===== src/rtl/mem_access_if.sv =====
`default_nettype none
// ============================================================================
// Module   : mem_access_if
// Purpose  : Data-memory request/acknowledge bus between the MEM stage
//            (master) and a variable-latency data memory (slave).
// Revision : 1.0  initial release
// ============================================================================
interface mem_access_if #(
  parameter int DSIZE = 32
);
  logic             req;
  logic             we;
  logic [DSIZE-1:0] addr;
  logic [DSIZE-1:0] wdata;
  logic [DSIZE-1:0] rdata;
  logic             ack;

  modport master (output req, we, addr, wdata, input rdata, ack);
  modport slave  (input req, we, addr, wdata, output rdata, ack);
endinterface
`default_nettype wire


===== src/rtl/mem_access_stage.sv =====
`default_nettype none
// ============================================================================
// Module   : mem_access_stage
// Purpose  : MEM pipeline stage. Issues loads/stores over a req/ack bus,
//            stalls upstream while the access is outstanding, emits bubbles
//            to MEM_WB meanwhile, and passes non-memory ops through
//            combinationally.
// Revision : 1.0  initial release
// ============================================================================
module mem_access_stage #(
  parameter int TIMEOUT = 15,
  parameter int DSIZE   = 32,
  parameter int ASIZE   = 5,
  parameter int ISIZE   = 32
) (
  input  wire logic             clk,
  input  wire logic             rst,
  input  wire logic             valid_in,
  input  wire logic [DSIZE-1:0] alu_in,
  input  wire logic [DSIZE-1:0] st_data_in,
  input  wire logic             MemRead_in,
  input  wire logic             MemWrite_in,
  input  wire logic             wen_in,
  input  wire logic [ASIZE-1:0] w_addr_in,
  input  wire logic [ISIZE-1:0] PC_in,
  input  wire logic             jal_in,
  input  wire logic             MemtoReg_in,
  output logic                  stall_out,
  mem_access_if.master          dmem,
  output logic                  mem_err,
  output logic [ISIZE-1:0]      PC_out,
  output logic [DSIZE-1:0]      w_data_out,
  output logic [ASIZE-1:0]      w_addr_out,
  output logic                  wen_out,
  output logic                  jal_out,
  output logic                  MemtoReg_out,
  output logic [DSIZE-1:0]      readMem_out
);

  typedef enum logic [1:0] {
    IDLE = 2'd0,
    WAIT = 2'd1,
    DONE = 2'd2
  } state_t;

  localparam logic [7:0] TO_LAST = 8'(TIMEOUT - 1);

  state_t           state;
  state_t           next_state;
  logic             mem_op;
  logic [7:0]       cnt;

  // Registered bus drive, held stable for the whole WAIT phase
  logic             req_r;
  logic             we_r;
  logic [DSIZE-1:0] addr_r;
  logic [DSIZE-1:0] wdata_r;

  // Instruction bundle captured when the access is issued
  logic [ISIZE-1:0] lat_pc;
  logic [DSIZE-1:0] lat_wdata;
  logic [ASIZE-1:0] lat_waddr;
  logic             lat_wen;
  logic             lat_jal;
  logic             lat_m2r;
  logic             lat_load;
  logic [DSIZE-1:0] lat_rdata;

  assign mem_op     = valid_in & (MemRead_in | MemWrite_in);
  assign dmem.req   = req_r;
  assign dmem.we    = we_r;
  assign dmem.addr  = addr_r;
  assign dmem.wdata = wdata_r;

  // State register
  always_ff @(posedge clk) begin
    if (!rst) state <= IDLE;
    else      state <= next_state;
  end

  // Next state and MEM_WB-facing outputs (bubble unless passing through or finishing)
  always_comb begin
    next_state   = state;
    stall_out    = 1'b0;
    PC_out       = '0;
    w_data_out   = '0;
    w_addr_out   = '0;
    wen_out      = 1'b0;
    jal_out      = 1'b0;
    MemtoReg_out = 1'b0;
    readMem_out  = '0;
    case (state)
      IDLE: begin
        if (mem_op) begin
          stall_out  = 1'b1;
          next_state = WAIT;
        end else begin
          PC_out       = PC_in;
          w_data_out   = alu_in;
          w_addr_out   = w_addr_in;
          wen_out      = wen_in & valid_in;
          jal_out      = jal_in;
          MemtoReg_out = MemtoReg_in;
        end
      end
      WAIT: begin
        stall_out = 1'b1;
        if (dmem.ack || (cnt == TO_LAST)) next_state = DONE;
      end
      DONE: begin
        PC_out       = lat_pc;
        w_data_out   = lat_wdata;
        w_addr_out   = lat_waddr;
        wen_out      = lat_wen;
        jal_out      = lat_jal;
        MemtoReg_out = lat_m2r;
        readMem_out  = lat_rdata;
        next_state   = IDLE;
      end
      default: next_state = IDLE;
    endcase
  end

  // Bus request, timeout counter, error flag and bundle capture
  always_ff @(posedge clk) begin
    if (!rst) begin
      req_r     <= 1'b0;
      we_r      <= 1'b0;
      addr_r    <= '0;
      wdata_r   <= '0;
      cnt       <= '0;
      mem_err   <= 1'b0;
      lat_pc    <= '0;
      lat_wdata <= '0;
      lat_waddr <= '0;
      lat_wen   <= 1'b0;
      lat_jal   <= 1'b0;
      lat_m2r   <= 1'b0;
      lat_load  <= 1'b0;
      lat_rdata <= '0;
    end else begin
      case (state)
        IDLE: begin
          if (mem_op) begin
            req_r     <= 1'b1;
            we_r      <= MemWrite_in;
            addr_r    <= alu_in;
            wdata_r   <= st_data_in;
            cnt       <= '0;
            lat_pc    <= PC_in;
            lat_wdata <= alu_in;
            lat_waddr <= w_addr_in;
            lat_wen   <= wen_in & valid_in;
            lat_jal   <= jal_in;
            lat_m2r   <= MemtoReg_in;
            // Store wins when both read and write are flagged
            lat_load  <= ~MemWrite_in;
            lat_rdata <= '0;
          end
        end
        WAIT: begin
          if (dmem.ack) begin
            req_r <= 1'b0;
            if (lat_load) lat_rdata <= dmem.rdata;
          end else if (cnt == TO_LAST) begin
            // Abort: a load that never returned must not write the register file
            req_r     <= 1'b0;
            mem_err   <= 1'b1;
            lat_rdata <= '0;
            if (lat_load) lat_wen <= 1'b0;
          end else begin
            cnt <= cnt + 8'd1;
          end
        end
        default: ;
      endcase
    end
  end

endmodule
`default_nettype wire


===== src/flat_wrapper.sv =====
// flat-port wrapper written by rule: the top's interface ports become plain ports
module mem_access_stage_flat 
#(
  parameter int TIMEOUT = 15,
  parameter int DSIZE   = 32,
  parameter int ASIZE   = 5,
  parameter int ISIZE   = 32
)
  (clk, rst, valid_in, alu_in, st_data_in, MemRead_in, MemWrite_in, wen_in, w_addr_in, PC_in, jal_in, MemtoReg_in, stall_out, mem_err, PC_out, w_data_out, w_addr_out, wen_out, jal_out, MemtoReg_out, readMem_out, dmem_req, dmem_we, dmem_addr, dmem_wdata, dmem_rdata, dmem_ack);
  mem_access_if #(.DSIZE(DSIZE)) dmem_i ();
  input  wire logic clk;
  input  wire logic rst;
  input  wire logic valid_in;
  input  wire logic [DSIZE-1:0] alu_in;
  input  wire logic [DSIZE-1:0] st_data_in;
  input  wire logic MemRead_in;
  input  wire logic MemWrite_in;
  input  wire logic wen_in;
  input  wire logic [ASIZE-1:0] w_addr_in;
  input  wire logic [ISIZE-1:0] PC_in;
  input  wire logic jal_in;
  input  wire logic MemtoReg_in;
  output logic stall_out;
  output logic mem_err;
  output logic [ISIZE-1:0] PC_out;
  output logic [DSIZE-1:0] w_data_out;
  output logic [ASIZE-1:0] w_addr_out;
  output logic wen_out;
  output logic jal_out;
  output logic MemtoReg_out;
  output logic [DSIZE-1:0] readMem_out;
  output wire logic [$bits(dmem_i.req)-1:0] dmem_req;
  output wire logic [$bits(dmem_i.we)-1:0] dmem_we;
  output wire logic [$bits(dmem_i.addr)-1:0] dmem_addr;
  output wire logic [$bits(dmem_i.wdata)-1:0] dmem_wdata;
  input wire logic [$bits(dmem_i.rdata)-1:0] dmem_rdata;
  input wire logic [$bits(dmem_i.ack)-1:0] dmem_ack;
  assign dmem_req = dmem_i.req;
  assign dmem_we = dmem_i.we;
  assign dmem_addr = dmem_i.addr;
  assign dmem_wdata = dmem_i.wdata;
  assign dmem_i.rdata = dmem_rdata;
  assign dmem_i.ack = dmem_ack;
  mem_access_stage #(.TIMEOUT(TIMEOUT), .DSIZE(DSIZE), .ASIZE(ASIZE), .ISIZE(ISIZE)) u_core (.clk(clk), .rst(rst), .valid_in(valid_in), .alu_in(alu_in), .st_data_in(st_data_in), .MemRead_in(MemRead_in), .MemWrite_in(MemWrite_in), .wen_in(wen_in), .w_addr_in(w_addr_in), .PC_in(PC_in), .jal_in(jal_in), .MemtoReg_in(MemtoReg_in), .stall_out(stall_out), .dmem(dmem_i), .mem_err(mem_err), .PC_out(PC_out), .w_data_out(w_data_out), .w_addr_out(w_addr_out), .wen_out(wen_out), .jal_out(jal_out), .MemtoReg_out(MemtoReg_out), .readMem_out(readMem_out));
endmodule

===== config.mk =====
export PLATFORM = sky130hd
export DESIGN_NAME = mem_access_stage_flat
export DESIGN_NICKNAME = d
export VERILOG_FILES = /design/src/rtl/mem_access_if.sv /design/src/rtl/mem_access_stage.sv /design/src/flat_wrapper.sv
export SDC_FILE = /design/constraint.sdc
export NUM_CORES = 1
export LEC_CHECK = 0
export ABC_AREA = 1
export CAP_MARGIN = 15
export CORE_ASPECT_RATIO = 1.75
export CORE_MARGIN = 1
export CORE_UTILIZATION = 30
export CTS_CLUSTER_DIAMETER = 150
export DETAILED_ROUTE_END_ITERATION = 16
export GPL_TIMING_DRIVEN = 0
export PLACE_DENSITY_LB_ADDON = 0.15
export SLEW_MARGIN = 15
export SYNTH_ARGS = -nofsm -noshare
export SYNTH_HDL_FRONTEND = slang
export SYNTH_SLANG_ARGS = --single-unit

===== constraint.sdc =====
create_clock -name clk -period 2.53 [get_ports clk]
set_input_delay 0.253 -clock clk [delete_from_list [all_inputs] [get_ports clk]]
set_output_delay 0.253 -clock clk [all_outputs]
set_load 0.01 [all_outputs]

==> flow_summary.yaml <==
cells_and_area:
  n_antenna_cell: 0
  fin_nets: 1470
  n_fill_cell: 2329
  drive_gt1_share_pct: 6.273
  mostFrequentLayoutCells: "clkdlybuf4s50_1, nand2_1, dfxtp_1, o21ai_0, a21oi_1"
  final_common_cell: "clkdlybuf4s50_1"
  design_area_um2: 10990
  post-route-util_pct: 49.99
  areaGrowthSynthToFinish_pct: 63.77
timing:
  rsz0062_at_grt: "true"
  max_freq_mhz: 413.1
  hold_violations: 0
  max-slew-margin-rel_pct: 54.91
  setup_ws_ns: 0.1093
  worst_pin_slew_ns: 0.6763
  slew_violations: 0
  setup_violations: 0
  setup_tns_ns: 0
  holdWs_ns: 0.3678
  period_share_pct: 95.68
  fin_skew_ns: 0.005681
  min_period_ns: 2.421
placement:
  hpwlAfterDp_um: 19230
  routabilityCongestion: 0.8140
  pre_cts_ws_ns: -0.3225
  place_area_um2: 10200
  numPortBuffers: 312
logic_synthesis:
  seq_area_frac_synth_pct: 44.75
  synth_area_per_cell_um2: 6.757
  synthDistinctLibCells: 23
  synth_seq_cells: 150
  synth_cells: 993
  syn_area_um2: 6710
  synth_warnings: 0
  synth_fp_nets: 1137
cts:
  cts-root-buf: "clkbuf_16"
  cts_hold_buf: 0
  clk_latency_ns: 0.43
  cts_made_buffers: 17
  cts_max_path_buffers: 2
  cts_tree: "built"
  htree_num_levels: 4
  cts.sinks: 150
  clk_pin_slew_ns: 0.06
worst_setup_path:
  r2r_start: "u_core.state[0]"
  cp-end-kind: "primary output"
  required_ns: 2.28
  cp_max_fo: 10
  r2r_end: "u_core.dmem.addr[0]"
  worst_ep_arrival_time_ns: 2.17
  crit_type: "reg2out"
  reg2regPathDepth: 6
  rrSetupSlack_ns: 0.53
  critPathLaunchType: "flip-flop"
grt:
  grt_pass1_wl_um: 39190
  grt_max_degree: 17
  antenna_found_initial: 0
  grt_pass1_vias: 7263
  grt_use_total_pct: 22.29
  globalRouteOverflowTotal: 0
floorplanning:
  num_rows: 72
  die_h_um: 199.8
  die-area_um2: 22990
  coreArea_um2: 21980
  initial_core_util_pct: 30.53
  die_x_um: 115.1
  io_pins: 314
power_and_ir_drop:
  p_leak_nw: 4.483
  power.density_nw_per_um2: 647.7
  vdd_drop_max_mv: 0.3953
detailed_routing:
  drtIter0Drc: 300
  drtAntennaViolNets: 0
  wl_um: 25480
  vias_per_cell: 4.683
  routedWlPerCell_um: 15.58
  drc: 0
  vias: 7656
  drt_pass1_iterations: 5
run_status:
  status: "finished, final reports clean"
min_path:
  hold_path.class: "in2reg"
  worst_hold_startpoint: "st_data_in[7]"
  min_to: "u_core.dmem.wdata[7]"
  min_path_cells: 3
flow_run:
  drv_cap: 0
## critical path, cell delays in order, from the launching register on
cell and delay [ns]:
dfxtp_1 0.35, inv_1 0.08, nand2_2 0.12, clkbuf_8 0.21, clkbuf_4 0.20, o21ai_0 0.16
clkdlybuf4s50_1 0.62
## where the power goes
| group | leakage, nW | switching [W] | total [W] | internal, W |
|---|---|---|---|---|
| clock | 0.312 | 0.00105 | 0.00285 | 0.00180 |
| combinational | 2.94 | 0.000840 | 0.00162 | 0.000777 |
| sequential | 1.24 | 0.0000818 | 0.00265 | 0.00257 |
| total | 4.48 | 0.00197 | 0.00712 | 0.00515 |
## per-stage QoR
step | power (W) | std cells
after CTS | 0.007215 | 1635
after floorplan | 0.003439 | 993
after detailed placement | 0.004314 | 1601
after global placement | 0.004302 | 1601
after global routing | 0.007473 | 1635
final | 0.007118 | 1635
## timing repair
| action | in CTS | in global routing |
|---|---|---|
| endpoints found under the setup margin | 102 | 69 |
| gates resized for setup | 31 | 33 |
| buffers inserted | 2 | 0 |
| pin swaps | 0 | 0 |
| hold endpoints to repair | 0 | 0 |
| cloned | 0 | 0 |
## synthesized netlist by cell type, drive strengths merged
cell type	instances	area share (%)
a21oi	121	9.0
buf	15	1.2
clkbuf	56	3.1
dfxtp	150	45
ha	2	0.37
inv	122	6.8
nand2	182	10
nand3	81	6.3
nand4	2	0.19
nor2	110	6.5
nor3	1	0.075
o21ai	149	11
or2	1	0.093
xor2	1	0.13
## cell families after synthesis
family,Yosys count,synth area share (%)
buffers and inverters,193,11.17
adder cells (fa/ha/maj),2,0.3729
AO/OA/AOI/OAI,270,20.14
XOR/XNOR,1,0.1305
AND/OR/NAND/NOR,377,23.44
flip-flops,150,44.75
## metal layers
layer / GRT usage (%) / part of all wire [%] / up-vias
li1: - / - / 3848
met1: 24.38 / 39 / 3532
met2: 40.70 / 52 / 234
met3: 5.586 / 5.7 / 42
met4: 8.658 / 2.7 / 0
met5: 0 / 0 / -
## final cells by class
| class | instances | area, um^2 | share of cell area, % |
|---|---|---|---|
| repair buffers | 314 | 3189 | 29.02 |
| flip-flops and latches | 150 | 3004 | 27.34 |
| multi-input cells | 650 | 2968 | 27.01 |
| inverters | 122 | 457.9 | 4.167 |
| clock buffers | 20 | 456.7 | 4.156 |
| well taps | 296 | 370.4 | 3.370 |
| plain buffers | 71 | 342.8 | 3.120 |
| clock inverters | 12 | 200.2 | 1.822 |
## sequential cells by signal, summed over array words and instances, names as in the netlist
register	count
u_core.dmem.addr	32
u_core.dmem.wdata	32
u_core.lat_pc	32
u_core.lat_rdata	32
u_core.cnt	8
u_core.lat_waddr	5
u_core.state	2
u_core.dmem.req	1
u_core.dmem.we	1
u_core.lat_jal	1
u_core.lat_load	1
u_core.lat_m2r	1
u_core.lat_wen	1
u_core.mem_err	1
## worst max path at each step
stage,startpoint,to,slack [ns],cells after the start
2_1_floorplan,u_core.cnt[0],u_core.lat_rdata[20],1.03,10
6_report,u_core.state[0],PC_out[11],0.11,6
4_1_cts,u_core.state[1],PC_out[9],0.03,5
3_3_place_gp,MemWrite_in,PC_out[0],-0.34,8
3_5_place_dp,MemWrite_in,PC_out[0],-0.32,8
5_1_grt,u_core.state[0],PC_out[29],-0.002,5
(Power assumes the default switching activity.)
==> edit (config.mk and constraints unchanged) <==
The 3 states of `state_t` get a one-hot encoding in 3 bits.
--- a/src/rtl/mem_access_stage.sv
+++ b/src/rtl/mem_access_stage.sv
@@ -38,8 +38,8 @@
 );
 
-  typedef enum logic [1:0] {
-    IDLE = 2'd0,
-    WAIT = 2'd1,
-    DONE = 2'd2
+  typedef enum logic [2:0] {
+    IDLE = 3'b001,
+    WAIT = 3'b010,
+    DONE = 3'b100
   } state_t;
 
Formal check against the unedited RTL: same outputs for any inputs over 4 cycles, from zero or initial values and one cycle with rst low; so few cycles prove little.
==> edit against the unedited design <==
- area after synthesis increased by 6.8%
- setup slack got worse by 0.018 ns
- hold slack worse by 0.039 ns
- cell count is 6.7% higher
- design area rose by 4.2%
- power fell by 6.3%
- wire length up 8.6%
- clock power down 12%
- sequential cell count up 1
- fmax shrank 0.75%
- first-iteration DRC count is 13% higher
- largest cell class unchanged
- largest power group is now sequential cells
==> edit: results (changes against the unedited design) <==
| Metric | Value |
|---|---|
| Run status | finished, final reports clean |
| Yosys cell types | 30 (+30%) |
| Setup ws final | 0.09102 ns (-0.01830 ns) |
| Share of final-layout standard cells stronger than drive strength 1 | 0.06940 (+0.006663) |
| Number of gates resized after cts | 39 (+26%) |
| Final Util | 0.4888 (-0.01111) |
| Final estimated routing congestion in global placement | 0.8288 (+1.8%) |
| Count of inverters other than clock inverters in the layout | 47 (-61%) |
| Clock buffer and inverter area fraction after layout | 0.04950 (-0.01028) |
| Worst setup timing slack at the placement stage | -0.5156 ns (-0.1931 ns) |
| Vias per Instance | 4.713 (+0.65%) |
| Met3 routed WL | 1737 microns (+19%) |
| Clock Buffer Count | 22 (+10%) |
| Reg-to-reg setup timing slack | 0.70 ns (+0.17 ns) |
| Worst stage delay on the critical path | 0.53 ns (-0.09 ns) |
| Worst hold path depth | 5 (+2) |
| Final net count | 1572 (+6.9%) |
| End point of the worst hold path | u_core.lat_rdata[0]$_SDFFE_PN0P_ |
| Wl on met1 | 9887 microns (-0.84%) |
| Cells taking the most area after synthesis | sky130_fd_sc_hd__dfxtp_1 (42%), sky130_fd_sc_hd__nor2_1 (15%), sky130_fd_sc_hd__nand3_1 (11%) |
| Average instance area after synthesis | 6.569 sq um (-2.8%) |
| Power Internal | 4.792 mW (-6.9%) |
| Post-synthesis net count | 1235 (+8.6%) |
| Number of global-route vias before repair | 8174 (+13%) |
| Arr. time, crit path | 2.19 ns (+0.02 ns) |
| Origin of the worst min-delay path | dmem_ack |
| Sequential standard cell area | 3024 sq um (+0.67%) |
| Clock latency on the worst-skew pair | 0.45 ns (+0.02 ns) |
| Met2 track utilization from global routing | 0.4541 (+0.04709) |
| Depth of the worst register-to-register path | 8 (+2) |
| Number of DRC markers after the initial detailed-route iteration | 339 (+13%) |
| NonClk Buf Share | 0.3269 (+0.005507) |
| Worst slew margin relative to its limit | 0.6207 (+0.07155) |
| Overall routing resource usage | 0.2261 (+0.003280) |
| Wire length of the first global-routing pass | 42560 microns (+8.6%) |
| Setup skew after layout | 0.007098 ns (+0.001418 ns) |
| Worst setup path startpoint | u_core.state[2]$_SDFFE_PN0P_ |
| Total cell area at the placement stage | 10670 sq um (+4.6%) |
| Proportion of synthesized chip area in sequential cells | 0.4218 (-0.02572) |
[edit: changes by cell type after synthesis, moves of 5 or more]
cell / before / now
sky130_fd_sc_hd__nor2_1: 106 / 288
sky130_fd_sc_hd__o21ai_0: 148 / 99
sky130_fd_sc_hd__o21ai_1: 1 / 11
sky130_fd_sc_hd__buf_2: 8 / 13
sky130_fd_sc_hd__nand2_1: 180 / 162
sky130_fd_sc_hd__a21oi_1: 121 / 40
sky130_fd_sc_hd__clkbuf_1: 56 / 66
sky130_fd_sc_hd__inv_1: 119 / 46
sky130_fd_sc_hd__nand4_1: 2 / 34
sky130_fd_sc_hd__buf_6: 0 / 6
sky130_fd_sc_hd__nand3_1: 79 / 151
[edit: kinds of logic (layout without fill, tap and decap cells)]
group | count (synthesis) | after routing | share of synthesized area
xor+xnor | 1 | 1 | 0.001222
compound gates | 154 | 154 | 0.1086
buf+inv | 139 | 489 | 0.08432
simple gates | 644 | 644 | 0.3806
fa+ha+maj | 2 | 2 | 0.003491
flops | 151 | 151 | 0.4218
